File: src/rtl/cdf_lut_gen_pkg.sv
// cdf_lut_gen_pkg: shared histogram-equalization sizes and LUT generator state encoding
package cdf_lut_gen_pkg;
    localparam int NUM_BINS  = 64;
    localparam int ADDR_W    = 6;
    localparam int CDF_W     = 16;
    localparam int OUT_W     = 8;
    localparam int PIX_COUNT = 4096;
    localparam int OUT_MAX   = (1 << OUT_W) - 1;
    localparam int NUM_W     = CDF_W + OUT_W;
    localparam int CNT_W     = 5;
    typedef enum logic [3:0] {
        S_IDLE, S_MIN_RD, S_MIN_CHK, S_BIN_RD, S_BIN_WAIT,
        S_DIV_SETUP, S_DIV_RUN, S_WRITE, S_DONE
    } state_t;
endpackage

File: src/rtl/cdf_lut_gen_if.sv
// cdf_lut_gen_if: CDF scratch-read bus and LUT write bus
interface cdf_lut_gen_if;
    import cdf_lut_gen_pkg::*;
    logic              cdf_rd_en;
    logic [ADDR_W-1:0] cdf_rd_addr;
    logic [CDF_W-1:0]  cdf_rd_data;
    logic              lut_wr_en;
    logic [ADDR_W-1:0] lut_wr_addr;
    logic [OUT_W-1:0]  lut_wr_data;
    modport master (output cdf_rd_en, cdf_rd_addr, lut_wr_en, lut_wr_addr, lut_wr_data, input cdf_rd_data);
    modport slave  (input cdf_rd_en, cdf_rd_addr, lut_wr_en, lut_wr_addr, lut_wr_data, output cdf_rd_data);
endinterface

File: src/rtl/cdf_lut_divider.sv
// cdf_lut_divider: serial restoring divider, first step taken on the start edge, NUM_W cycles start-to-valid
module cdf_lut_divider
    import cdf_lut_gen_pkg::*;
(
    input  logic             clk,
    input  logic             reset,
    input  logic             i_start,
    input  logic [NUM_W-1:0] i_num,
    input  logic [CDF_W-1:0] i_den,
    output logic [NUM_W-1:0] o_quo,
    output logic             o_valid
);
    logic [CDF_W-1:0] r_rem, r_den, w_rem_in, w_den_in, w_rem_nxt;
    logic [NUM_W-1:0] r_quo, w_quo_in;
    logic [CNT_W-1:0] r_cnt;
    logic [CDF_W:0]   w_sh;
    logic             r_valid, w_ge;
    assign w_rem_in  = i_start ? '0 : r_rem;
    assign w_quo_in  = i_start ? i_num : r_quo;
    assign w_den_in  = i_start ? i_den : r_den;
    assign w_sh      = {w_rem_in, w_quo_in[NUM_W-1]};
    assign w_ge      = w_sh >= {1'b0, w_den_in};
    assign w_rem_nxt = w_ge ? CDF_W'(w_sh - {1'b0, w_den_in}) : w_sh[CDF_W-1:0];
    assign o_quo     = r_quo;
    assign o_valid   = r_valid;
    // one quotient bit per cycle; valid pulses with the last bit
    always_ff @(posedge clk) begin
        if (reset) begin
            r_rem   <= '0;
            r_den   <= '0;
            r_quo   <= '0;
            r_cnt   <= '0;
            r_valid <= 1'b0;
        end else begin
            if (i_start || r_cnt != '0) begin
                r_rem <= w_rem_nxt;
                r_den <= w_den_in;
                r_quo <= {w_quo_in[NUM_W-2:0], w_ge};
                r_cnt <= i_start ? CNT_W'(NUM_W - 1) : r_cnt - 1'b1;
            end
            r_valid <= !i_start && r_cnt == CNT_W'(1);
        end
    end
endmodule

File: src/rtl/cdf_lut_gen.sv
// cdf_lut_gen: finds cdf_min then writes the 64-entry equalization LUT
module cdf_lut_gen
    import cdf_lut_gen_pkg::*;
(
    input  logic          clk,
    input  logic          reset,
    input  logic          i_lut_start,
    output logic          o_lut_busy,
    output logic          o_lut_done,
    cdf_lut_gen_if.master bus
);
    state_t            r_state, w_state_nxt;
    logic [ADDR_W-1:0] r_idx, w_idx_nxt, w_rd_addr, w_wr_addr;
    logic [CDF_W-1:0]  r_cdf_min, w_min_nxt, r_cdf, w_cdf_nxt, w_diff, w_den;
    logic [NUM_W-1:0]  w_num, w_quo;
    logic [OUT_W-1:0]  w_wr_data;
    logic              w_div_start, w_div_valid, w_rd_en, w_wr_en, w_busy, w_done;
    assign w_diff      = (r_cdf < r_cdf_min) ? '0 : r_cdf - r_cdf_min;
    assign w_num       = (NUM_W'(w_diff) << OUT_W) - NUM_W'(w_diff);
    assign w_den       = CDF_W'(PIX_COUNT) - r_cdf_min;
    assign w_div_start = r_state == S_DIV_SETUP && w_den != '0;
    cdf_lut_divider u_div (
        .clk(clk), .reset(reset), .i_start(w_div_start), .i_num(w_num),
        .i_den(w_den), .o_quo(w_quo), .o_valid(w_div_valid)
    );
    // state, datapath and registered outputs; outputs reflect the state being entered
    always_ff @(posedge clk) begin
        if (reset) begin
            r_state         <= S_IDLE;
            r_idx           <= '0;
            r_cdf_min       <= '0;
            r_cdf           <= '0;
            bus.cdf_rd_en   <= 1'b0;
            bus.cdf_rd_addr <= '0;
            bus.lut_wr_en   <= 1'b0;
            bus.lut_wr_addr <= '0;
            bus.lut_wr_data <= '0;
            o_lut_busy      <= 1'b0;
            o_lut_done      <= 1'b0;
        end else begin
            r_state         <= w_state_nxt;
            r_idx           <= w_idx_nxt;
            r_cdf_min       <= w_min_nxt;
            r_cdf           <= w_cdf_nxt;
            bus.cdf_rd_en   <= w_rd_en;
            bus.cdf_rd_addr <= w_rd_addr;
            bus.lut_wr_en   <= w_wr_en;
            bus.lut_wr_addr <= w_wr_addr;
            bus.lut_wr_data <= w_wr_data;
            o_lut_busy      <= w_busy;
            o_lut_done      <= w_done;
        end
    end
    // next state, bin index, cdf_min and captured cdf[i]
    always_comb begin
        w_state_nxt = r_state;
        w_idx_nxt   = r_idx;
        w_min_nxt   = r_cdf_min;
        w_cdf_nxt   = r_cdf;
        case (r_state)
            S_IDLE: if (i_lut_start) begin
                w_state_nxt = S_MIN_RD;
                w_idx_nxt   = '0;
            end
            S_MIN_RD: w_state_nxt = S_MIN_CHK;
            S_MIN_CHK: begin
                if (bus.cdf_rd_data != '0 || r_idx == ADDR_W'(NUM_BINS - 1)) begin
                    w_min_nxt   = bus.cdf_rd_data;
                    w_idx_nxt   = '0;
                    w_state_nxt = S_BIN_RD;
                end else begin
                    w_idx_nxt   = r_idx + 1'b1;
                    w_state_nxt = S_MIN_RD;
                end
            end
            S_BIN_RD: w_state_nxt = S_BIN_WAIT;
            S_BIN_WAIT: begin
                w_cdf_nxt   = bus.cdf_rd_data;
                w_state_nxt = S_DIV_SETUP;
            end
            S_DIV_SETUP: w_state_nxt = (w_den == '0) ? S_WRITE : S_DIV_RUN;
            S_DIV_RUN: w_state_nxt = w_div_valid ? S_WRITE : S_DIV_RUN;
            S_WRITE: begin
                w_state_nxt = (r_idx == ADDR_W'(NUM_BINS - 1)) ? S_DONE : S_BIN_RD;
                w_idx_nxt   = (r_idx == ADDR_W'(NUM_BINS - 1)) ? r_idx : r_idx + 1'b1;
            end
            S_DONE: w_state_nxt = S_IDLE;
            default: w_state_nxt = S_IDLE;
        endcase
    end
    // output values for the state being entered; zero denominator bypasses the divider
    always_comb begin
        w_rd_en   = w_state_nxt == S_MIN_RD || w_state_nxt == S_BIN_RD;
        w_rd_addr = w_rd_en ? w_idx_nxt : '0;
        w_wr_en   = w_state_nxt == S_WRITE;
        w_wr_addr = w_wr_en ? r_idx : '0;
        w_wr_data = !w_wr_en ? '0
                  : (r_state == S_DIV_SETUP) ? ((w_diff == '0 && r_cdf != '0) ? OUT_W'(OUT_MAX) : '0)
                  : (|w_quo[NUM_W-1:OUT_W]) ? OUT_W'(OUT_MAX) : w_quo[OUT_W-1:0];
        w_busy    = w_state_nxt != S_IDLE && w_state_nxt != S_DONE;
        w_done    = w_state_nxt == S_DONE;
    end
endmodule

File: src/flat_wrapper.sv
// flat-port wrapper written by rule: the top's interface ports become plain ports
module cdf_lut_gen_flat import cdf_lut_gen_pkg::*;
  (clk, reset, i_lut_start, o_lut_busy, o_lut_done, bus_cdf_rd_en, bus_cdf_rd_addr, bus_lut_wr_en, bus_lut_wr_addr, bus_lut_wr_data, bus_cdf_rd_data);
  cdf_lut_gen_if bus_i ();
  input  logic clk;
  input  logic reset;
  input  logic i_lut_start;
  output logic o_lut_busy;
  output logic o_lut_done;
  output wire logic [$bits(bus_i.cdf_rd_en)-1:0] bus_cdf_rd_en;
  output wire logic [$bits(bus_i.cdf_rd_addr)-1:0] bus_cdf_rd_addr;
  output wire logic [$bits(bus_i.lut_wr_en)-1:0] bus_lut_wr_en;
  output wire logic [$bits(bus_i.lut_wr_addr)-1:0] bus_lut_wr_addr;
  output wire logic [$bits(bus_i.lut_wr_data)-1:0] bus_lut_wr_data;
  input wire logic [$bits(bus_i.cdf_rd_data)-1:0] bus_cdf_rd_data;
  assign bus_cdf_rd_en = bus_i.cdf_rd_en;
  assign bus_cdf_rd_addr = bus_i.cdf_rd_addr;
  assign bus_lut_wr_en = bus_i.lut_wr_en;
  assign bus_lut_wr_addr = bus_i.lut_wr_addr;
  assign bus_lut_wr_data = bus_i.lut_wr_data;
  assign bus_i.cdf_rd_data = bus_cdf_rd_data;
  cdf_lut_gen u_core (.clk(clk), .reset(reset), .i_lut_start(i_lut_start), .o_lut_busy(o_lut_busy), .o_lut_done(o_lut_done), .bus(bus_i));
endmodule
File: config.mk
export PLATFORM = sky130hd
export DESIGN_NAME = cdf_lut_gen_flat
export DESIGN_NICKNAME = d
export VERILOG_FILES = /design/src/rtl/cdf_lut_gen_pkg.sv /design/src/rtl/cdf_lut_gen_if.sv /design/src/rtl/cdf_lut_divider.sv /design/src/rtl/cdf_lut_gen.sv /design/src/flat_wrapper.sv
export SDC_FILE = /design/constraint.sdc
export NUM_CORES = 1
export LEC_CHECK = 0
export ABC_AREA = 1
export CAP_MARGIN = 30
export CORE_AREA = 4 4 136 112
export CTS_CLUSTER_DIAMETER = 80
export DETAILED_ROUTE_END_ITERATION = 6
export DIE_AREA = 0 0 140 116
export HOLD_SLACK_MARGIN = 0.08
export PLACE_DENSITY = 0.79
export RECOVER_POWER = 25
export SETUP_SLACK_MARGIN = 0.1
export SYNTH_ARGS = -nofsm -noshare
export SYNTH_HDL_FRONTEND = slang
export SYNTH_SLANG_ARGS = --single-unit
File: constraint.sdc
create_clock -name clk -period 6 [get_ports clk]
set_input_delay 0.6 -clock clk [delete_from_list [all_inputs] [get_ports clk]]
set_output_delay 0.6 -clock clk [all_outputs]
set_load 0.02 [all_outputs]
==> results of run 1 <==
## stage by stage
stage / hold slack, ps / area, µm² / setup WS [ps]
2_1_floorplan: 439 / 8330 / 972
3_3_place_gp: 458 / 8860 / 378
3_5_place_dp: 462 / 8860 / 204
4_1_cts: 471 / 9460 / 177
5_1_grt: 497 / 9580 / 22.4
6_report: 468 / 9580 / 483
## placed cells by master (no fill, tap or decap), drive strengths merged
master	instances
a211oi	2
a21boi	4
a21oi	109
a221oi	1
a22oi	2
a31oi	7
buf	16
bufinv	3
clkbuf	24
clkdlybuf4s50	23
clkinv	8
clkinvlp	1
dfxtp	128
dlygate4sd3	18
fa	2
ha	45
inv	201
mux2i	1
nand2	311
nand3	83
nand3b	9
nand4	22
nor2	107
nor3	20
nor4	12
o2111ai	1
o211ai	3
o21ai	119
o21bai	1
or2	4
or4	1
xnor2	5
xor2	35
## final cells by class
| cell class | count | area (µm²) |
|---|---|---|
| clock buffer | 22 | 464 |
| clock inverter | 10 | 135 |
| fill | 1235 | 4380 |
| inverter | 203 | 764 |
| multi-input combinational | 906 | 4890 |
| sequential | 128 | 2560 |
| tap | 184 | 230 |
| timing repair buffer | 59 | 536 |
## state kept, by name (all words and copies together), names as in the netlist
| name | count |
|---|---|
| u_core.bus.cdf_rd_addr | 6 |
| u_core.r_cdf_min | 16 |
| u_core.u_div.r_cnt | 5 |
| u_core.u_div.o_valid | 1 |
| u_core.bus.lut_wr_addr | 6 |
| u_core.o_lut_busy | 1 |
| u_core.bus.cdf_rd_en | 1 |
| u_core.o_lut_done | 1 |
| u_core.r_cdf | 16 |
| u_core.bus.lut_wr_en | 1 |
| u_core.u_div.r_rem | 16 |
| u_core.r_idx | 6 |
| u_core.r_state | 4 |
| u_core.u_div.r_den | 16 |
| u_core.bus.lut_wr_data | 8 |
| u_core.u_div.o_quo | 24 |
## final timing paths
path,endpoint,cells past startpoint,from
max,u_core.u_div.r_rem[14],35,u_core.r_cdf[0]
min,u_core.u_div.r_rem[5],2,u_core.u_div.r_rem[5]
max reg2reg,u_core.u_div.r_rem[14],35,u_core.r_cdf[0]
min reg2reg,u_core.u_div.r_rem[5],2,u_core.u_div.r_rem[5]
## repair_timing
item / CTS / global route
endpoints found under the setup margin: 0 / 15
resized for setup: 0 / 18
hold endpoints to repair: 0 / 0
setup buffers: 0 / 6
## routing by layer
metal / vias to the layer above / share of wire (%) / GRT usage (%)
met2: 282 / 43 / 44.0
met1: 3694 / 48 / 39.6
met4: 0 / 2.0 / 8.78
met3: 40 / 6.5 / 4.79
met5: - / 0 / 0
li1: 4227 / - / -
## logic make-up (layout without fill, tap and decap cells)
family	Yosys count	count (layout)	share of synthesized area, %
AND/OR/NAND/NOR	568	569	30.5
multiplexers	1	1	0.120
flip-flops	128	128	30.8
buffers and inverters	241	294	11.6
AO/OA/AOI/OAI	249	249	15.6
XOR/XNOR	40	40	4.21
adder cells (fa/ha/maj)	47	47	7.24
## worst min-delay path, stage by stage (launching register included)
cell     delay [ps]
dfxtp_1         310
nand2_1          60
a21oi_1          50
==> metrics.cfg, run 1 <==
[setup_path]
crit_family = simple AND/OR/NAND/NOR gates
cp.required_ps = 6320
crit_buf_inv = 5
path_max_fanout = 9
arrival_ps = 5840
cp-start-kind = flip-flop
rrSetupSlack_ps = 480
critical_path_class = flip-flop to flip-flop
end_kind = flip-flop
crit_slowest_cell = fa_1
max_stage_delay_ps = 410
crit_top_cell = nand2_1

[sta]
fmax_mhz = 181
skew_ps = 8.88
finalHoldViolCount = 0
post-route-period-util_pct = 92.0
tns_ps = 0
slew_viol_final = 101
finalCriticalPeriod_ps = 5520
rsz0062_at_grt = yes
max_slew.worst_pin.slew_ps = 2560
relSlewSlack_pct = -70.8
setup_viol = 0

[cells_and_area]
layout.cells.non_filler = 1512
final_core_util_pct = 68.6
drive_gt1_share_pct = 8.36
area_growth_pct = 15.0
antenna_cells = 0
fin_nets = 1381

[clock_network]
cts_max_level = 4
numCtsBuffers = 17
cts_buffer_depth = 2
cts.sinks = 128
root_buffer = clkbuf_16
ctsHoldBuffers = 0
clock_latency_ps = 430
cts_tree = done
clk_pin_slew_ps = 50

[floorplanning]
dieArea_um2 = 16200
die_h_um = 116
initial_core_util_pct = 59.7
ioPinCount = 43
design.core.area_um2 = 14000
fp.dieW_um = 140
std_cell_rows = 39

[yosys]
postSynthAreaPerCell_um2 = 6.54
synth_area_um2 = 8330
synth_seq_cells = 128
synth_fp_nets = 1340
synthFlopType = dfxtp_1
synth_area_leaders = dfxtp_1, nand2_1, inv_1
seq_area_frac_synth_pct = 30.8
synth_edf_count = 0
ys_warn_count = 0
synth_common_cells = nand2_1, inv_1, dfxtp_1, a21oi_1, o21ai_0
synthArstFlopShare_pct = 0
synth_cell_types = 44
yosys.area.top_type = dfxtp_1
syn-instance-count = 1274
synth_most_common_cell = nand2_1
yosys.area.top_type_share_pct = 30.8

[route]
final_antenna_net_count = 0
num_vias = 8243
drc = 0
routed_wl_mm = 22.2
wl_per_cell_um = 14.7
via_per_inst = 5.45
first_iter_violations = 841
drt_first_pass_iters = 5

[placement]
port_buffers = 42
dp.cells = 1473
routabilityCongestion = 0.980
dp_hpwl_mm = 16.6

[run_status]
outcome = finished, violations left
violations = max-capacitance violations, max-slew violations

[global_route]
grt_use_total_pct = 28.0
grt_pass1_wl_mm = 36.7
first_global_vias = 7357
grt-ovfl-total = 0
antenna_found_initial = 0
grt_max_degree = 57

[job]
cap_violations = 2

[min_path]
hold_path_class = flip-flop to flip-flop

Power of run 1 is not shown: default switching activity piles up to over one toggle a cycle in this logic, so the estimate is an artifact.
==> inputs of run 2 (changes only) <==
--- a/config.mk
+++ b/config.mk
@@ -15,6 +15,7 @@
 export PLACE_DENSITY = 0.79
 export RECOVER_POWER = 25
 export SETUP_SLACK_MARGIN = 0.1
+export SKIP_CTS_REPAIR_TIMING = 1
 export SYNTH_ARGS = -nofsm -noshare
 export SYNTH_HDL_FRONTEND = slang
 export SYNTH_SLANG_ARGS = --single-unit
==> results of run 2 <==
The final DEF is identical to that of run 1; final timing and power are the same.
Power of run 2 is left out for the same reason.
